[src/rtl/mem_pkg.sv]
// Shared types and address checking for the MEM-stage access controller.
// The address check is shared so any block decoding data addresses agrees on "bad".
package mem_pkg;

   typedef enum logic [1:0] {IDLE, ACCESS, ERR, DONE} mem_state_t;

   localparam int unsigned MEM_BASE_ADDR = 1024;
   localparam int unsigned MEM_DEPTH     = 64;

   // 1 when addr is word-aligned and falls inside [base, base + 4*depth).
   function automatic logic mem_addr_ok(input logic [31:0] addr,
                                        input logic [31:0] base  = MEM_BASE_ADDR,
                                        input logic [31:0] depth = MEM_DEPTH);
      logic [31:0] off;
      off = addr - base;
      return (addr >= base) && (off < (depth << 2)) && (addr[1:0] == 2'b00);
   endfunction

endpackage

[src/rtl/wait_counter.sv]
// 4-bit wait-state counter: parallel load, decrement that saturates at zero,
// and a zero flag used to end an array access.
module wait_counter (
   input  logic       clk,
   input  logic       rst,
   input  logic       load_i,
   input  logic [3:0] load_val_i,
   input  logic       dec_i,
   output logic       zero_o
);

   logic [3:0] cnt_q, cnt_d;

   always_comb begin
      cnt_d = cnt_q;
      if (load_i)
         cnt_d = load_val_i;
      else if (dec_i && cnt_q != 4'd0)
         cnt_d = cnt_q - 4'd1;
   end

   always_ff @(posedge clk or negedge rst) begin
      if (!rst) cnt_q <= '0;
      else      cnt_q <= cnt_d;
   end

   assign zero_o = (cnt_q == 4'd0);

endmodule

[src/rtl/mem_access_ctrl.sv]
// MEM-stage front-end: byte address to word index translation, wait-stated
// access sequencing to an external array, and pipeline freeze while busy.
module mem_access_ctrl
   import mem_pkg::*;
#(
   parameter int unsigned BASE_ADDR   = MEM_BASE_ADDR,
   parameter int unsigned DEPTH       = MEM_DEPTH,
   parameter int unsigned ADDR_W      = $clog2(DEPTH),
   parameter int unsigned WAIT_CYCLES = 1
) (
   input  logic              clk,
   input  logic              rst,
   input  logic              MEM_R_EN,
   input  logic              MEM_W_EN,
   input  logic [31:0]       alu_res,
   input  logic [31:0]       rm_val,
   input  logic [31:0]       ram_rdata,
   output logic [ADDR_W-1:0] ram_addr,
   output logic [31:0]       ram_wdata,
   output logic              ram_re,
   output logic              ram_we,
   output logic              freeze,
   output logic [31:0]       rd_data,
   output logic              ready,
   output logic              addr_err
);

   mem_state_t        state_q;
   logic [ADDR_W-1:0] idx_q;
   logic [31:0]       wdata_q, rd_data_q;
   logic              st_q, ld_q, err_q;

   logic              req, addr_ok, cnt_zero;
   logic [ADDR_W-1:0] idx_d;

   assign req     = MEM_R_EN | MEM_W_EN;
   assign addr_ok = mem_addr_ok(alu_res, BASE_ADDR, DEPTH);
   assign idx_d   = ADDR_W'((alu_res - BASE_ADDR) >> 2);

   wait_counter u_wait (
      .clk        (clk),
      .rst        (rst),
      .load_i     ((state_q == IDLE) && req && addr_ok),
      .load_val_i (4'(WAIT_CYCLES)),
      .dec_i      (state_q == ACCESS),
      .zero_o     (cnt_zero)
   );

   // Both enables together are a store; only a pure load touches rd_data.
   always_ff @(posedge clk or negedge rst) begin
      if (!rst) begin
         state_q   <= IDLE;
         idx_q     <= '0;
         wdata_q   <= '0;
         st_q      <= 1'b0;
         ld_q      <= 1'b0;
         err_q     <= 1'b0;
         rd_data_q <= '0;
      end else begin
         case (state_q)
            IDLE: if (req) begin
               idx_q   <= idx_d;
               wdata_q <= rm_val;
               st_q    <= MEM_W_EN;
               ld_q    <= MEM_R_EN & ~MEM_W_EN;
               err_q   <= ~addr_ok;
               state_q <= addr_ok ? ACCESS : ERR;
            end
            ACCESS: if (cnt_zero) begin
               if (ld_q) rd_data_q <= ram_rdata;
               state_q <= DONE;
            end
            ERR: begin
               if (ld_q) rd_data_q <= '0;
               state_q <= DONE;
            end
            DONE:    state_q <= IDLE;
            default: state_q <= IDLE;
         endcase
      end
   end

   assign ram_addr  = idx_q;
   assign ram_wdata = wdata_q;
   assign ram_re    = (state_q == ACCESS) & ld_q;
   assign ram_we    = (state_q == ACCESS) & st_q & cnt_zero;
   // Reset gating keeps freeze low while rst is held even with a request present.
   assign freeze    = rst & ((state_q == IDLE) ? req
                                               : (state_q == ACCESS || state_q == ERR));
   assign rd_data   = rd_data_q;
   assign ready     = (state_q == DONE);
   assign addr_err  = (state_q == DONE) & err_q;

endmodule

[config.mk]
export PLATFORM = sky130hd
export DESIGN_NAME = mem_access_ctrl
export DESIGN_NICKNAME = d
export VERILOG_FILES = /design/src/rtl/mem_pkg.sv /design/src/rtl/wait_counter.sv /design/src/rtl/mem_access_ctrl.sv
export SDC_FILE = /design/constraint.sdc
export NUM_CORES = 1
export LEC_CHECK = 0
export CAP_MARGIN = 15
export CORE_ASPECT_RATIO = 0.6
export CORE_MARGIN = 2
export CORE_UTILIZATION = 40
export CTS_CLUSTER_DIAMETER = 200
export DETAILED_ROUTE_END_ITERATION = 7
export HOLD_SLACK_MARGIN = 0.1
export PLACE_DENSITY = 0.79
export RECOVER_POWER = 50
export SKIP_LAST_GASP = 1
export SYNTH_ARGS = -nofsm -noshare
export SYNTH_HDL_FRONTEND = slang
export SYNTH_SLANG_ARGS = --single-unit
export TNS_END_PERCENT = 10
[constraint.sdc]
create_clock -name clk -period 2.06 [get_ports clk]
set_clock_uncertainty 0.15 [all_clocks]
set_input_delay 0.412 -clock clk [delete_from_list [all_inputs] [get_ports clk]]
set_output_delay 0.412 -clock clk [all_outputs]
set_load 0.005 [all_outputs]
==> summary.txt <==
Critical path
  – Top delay family on crit path: simple AND/OR/NAND/NOR gates
  – Critical path's largest stage delay: 0.39 ns
  – Crit start category: flop
  – Most used cell, CP: inv_2
  – WP buf/inv: 3
  – WP data arrival: ~1.6 ns
  – Highest fanout seen on the critical path: 2
  – Flop2flop setup slack: around 0.02 ns
  – Slowest cell on the critical path: dfrtp_1
  – Number of cells on the critical path: 6
  – CP endpoint kind: primary output
  – Reg2reg path depth: 7
  – Start of the worst register-to-register path: state_q[0]
  – Worst setup startpoint: state_q[1]
  – Worst setup path endpoint: freeze
  – Worst r2r dst: rd_data[26]
  – Crit path kind: flop to primary output
  – Critical Path, Cell by Cell: inv_2, ha_4, inv_2, or3_1, and3b_1, buf_2
  – Req. time, crit path: around 1.5 ns

Run
  – Max Cap Viol: 0

Floorplan
  – Initial Util: 40.5%
  – Die area: 9290 um^2
  – # rows: 26
  – IO Count: around 180
  – Die height: roughly 75 um
  – Core area: approximately 8400 um^2
  – Die Span X: ~120 um

Routing
  – Met3 routed WL: 1.04 mm
  – Via density: 4.79
  – WL/cell: 15.2 um
  – Post-route DRC violation count: 0
  – Initial DRT Pass Iterations: 4
  – Max layer used: met4
  – Wl on met1: 4.01 mm
  – Antenna Nets Post-Route: 0
  – Met2 WL: 4.17 mm
  – Wirelength, routed: around 9.3 mm
  – Initial drt markers: between 60 and 70
  – Via count: 2943

Pwr
  – Clk pwr share: ~22%
  – Reg power frac: 33.0%
  – VDD IR max: roughly 900 uV
  – Switching pwr: between 2 and 2.5 mW
  – Internal: 5.65 mW
  – Lkg Pwr: 2.63 nW
  – P per Cell Area: 1350 nW/um^2
  – Power Total: 7.92 mW
  – Switch share: approximately 29%
  – Combinational share of power: about 45%

Place
  – Dpl cells: 592
  – PortBufs: between 150 and 200
  – RePlAce Congestion: about 0.79
  – Post-detail-place hpwl: about 6.7 mm
  – Post-DP Area: 5420 um^2
  – Dpl ws: -0.544 ns

CTS
  – Clk_lat worst skew: 0.33 ns
  – CTS buffer count: 9
  – Max clock buf depth: 2
  – CTS tree: yes
  – Reg clk slew, reported paths: ~0.060 ns
  – CTS HTree Levels: 3
  – Clock sinks: roughly 80
  – CTS Root Cell: clkbuf_16

Synthesis
  – Post-synth EDFFs: 0
  – Ys async rst share: 100%
  – Distinct cells, synth: 34
  – Net Count, Synth: 401
  – Primary FF master, synth: dfrtp_1
  – Syn avg cell area: 11.5 um^2
  – Cells after Synth: just under 300
  – Flops & latches, synth: 79
  – Ys Warns: 0
  – Synth Cell Area: 3400 um^2
  – Sequential area share after synthesis: between 50% and 60%

GRT
  – GRT Total Usage: between 20 and 25%
  – Largest net degree at the start of global routing: between 40 and 50
  – Antenna violations before repair: 0
  – Overflow left after global routing: 0
  – First-pass GRT wire length: 14.2 mm
  – Vias in the first global route: 2974

STA
  – # setup viols final: 8
  – Final min period: approximately 2.2 ns
  – FMAX: between 400 and 500 MHz
  – Hold_ws: about 0.32 ns
  – Worst Max-Slew Pin Slew: approximately 0.56 ns
  – RSZ-0062 raised after global routing: true
  – Final max-slew violation count: 0
  – Hold Vio Cnt, Final: 0
  – Final period util: 106%
  – Worst setup margin: -0.117 ns
  – Worst slew margin: 62.6%

Final layout
  – Fillers: ~600
  – Non-filler cells, final: 614
  – # diodes: 0
  – Commonest non-fill, non-tap cell in the layout: clkdlybuf4s50_1
  – Most frequent cells in the layout: 136 x clkdlybuf4s50_1, 79 x dfrtp_1, 38 x mux2_2, 38 x nand2_1, 34 x o21ai_0
  – Layout cell share with drive strength beyond 1: 20.7%
  – Nets: between 600 and 700
  – Area Overhead vs Synth: 72.8%
  – Final Cell Area: 5880 um^2

Status
  – Failing checks: setup timing
  – Outcome: finished, violations left

Hold path
  – Worst hold path class: flop to flop
## sequential cells by signal, summed over array words and instances, names as in the netlist
name	cells
err_q	1
state_q	2
st_q	1
ram_wdata	32
ram_addr	6
ld_q	1
u_wait.cnt_q	4
rd_data	32
## per-layer routing
metal | vias to the layer above | global-route usage (%)
li1 | 1415 | -
met4 | 0 | 6.06
met3 | 11 | 10.1
met2 | 122 | 30.7
met1 | 1395 | 25.3
met5 | - | 0
## Yosys cell counts (2+ instances only)
| master | number | share of area (%) |
|---|---|---|
| nor3b_1 | 2 | 0.44 |
| and2_1 | 2 | 0.37 |
| dfrtp_1 | 79 | 58 |
| nand2b_1 | 33 | 6.1 |
| or3_1 | 4 | 0.74 |
| nor4_1 | 2 | 0.37 |
| inv_1 | 6 | 0.66 |
| mux2_2 | 38 | 13 |
| ha_1 | 5 | 1.8 |
| nor2_1 | 7 | 0.77 |
| o21ai_0 | 35 | 5.1 |
| xnor2_1 | 3 | 0.77 |
| nand4_1 | 3 | 0.55 |
| clkbuf_1 | 13 | 1.4 |
| nor3_1 | 4 | 0.59 |
| nand2_1 | 38 | 4.2 |
| a21oi_1 | 5 | 0.74 |
## power by group through the flow
stage | logic (mW) | registers [mW] | clock network (mW)
final | 3.53 | 2.61 | 1.77
after global routing | 3.90 | 2.71 | 1.89
after CTS | 3.62 | 2.62 | 1.83
after detailed placement | 3.57 | 2.64 | 0
after global placement | 3.50 | 2.59 | 0
after floorplan | 1.43 | 2.67 | 0
## timing repair
action                     in CTS  in global routing
hold buffers                    1                  0
setup buffers                   4                  1
hold endpoints to repair       40                  0
setup endpoints to repair      12                 34
resized for setup              11                 27
pin swaps                       4                 10
## area by class of cell
type / instances / area, um^2 / area share (%)
Inverter: 6 / 22.5 / 0.383
Multi-Input combinational cell: 197 / 1420 / 24.2
Clock buffer: 14 / 284 / 4.83
Sequential cell: 79 / 1980 / 33.6
Tap cell: 112 / 140 / 2.38
Timing Repair Buffer: 204 / 1970 / 33.6
Clock inverter: 2 / 60.1 / 1.02
## worst min-delay path: cells and delay by family, from the launching register on
family,cells,cell delay [ns]
flip-flops,1,0.33
AO/OA/AOI/OAI,1,0.06
AND/OR/NAND/NOR,1,0.04
## cells by family (layout without fill, tap and decap cells)
group / Yosys count / count (layout) / share of synthesized area [%]
buffers and inverters: 20 / 226 / 2.43
flip-flops: 79 / 79 / 58.1
AND/OR/NAND/NOR: 103 / 103 / 16.2
adder cells (fa/ha/maj): 5 / 5 / 1.84
multiplexers: 38 / 38 / 12.6
AO/OA/AOI/OAI: 48 / 48 / 8.05
XOR/XNOR: 3 / 3 / 0.772
## worst min-delay path by stage
stage | from | endpoint | slack (ns) | depth (start not counted)
detailed placement | st_q | st_q | 0.31 | 2
global route | rd_data[20] | rd_data[20] | 0.36 | 2
CTS | rd_data[3] | rd_data[3] | 0.34 | 2
global placement | st_q | st_q | 0.30 | 2
floorplan | rst | err_q | -0.03 | 0
finish | rd_data[4] | rd_data[4] | 0.32 | 2
## stage by stage
stage	utilization (%)	setup TNS (ns)
2_1_floorplan	-	-0.0244
3_3_place_gp	64.6	-3.08
3_5_place_dp	64.6	-3.75
4_1_cts	69.2	-1.23
5_1_grt	70.1	-5.75
6_report	70.1	-0.459
No activity file was read; power rests on OpenSTA's default activity.
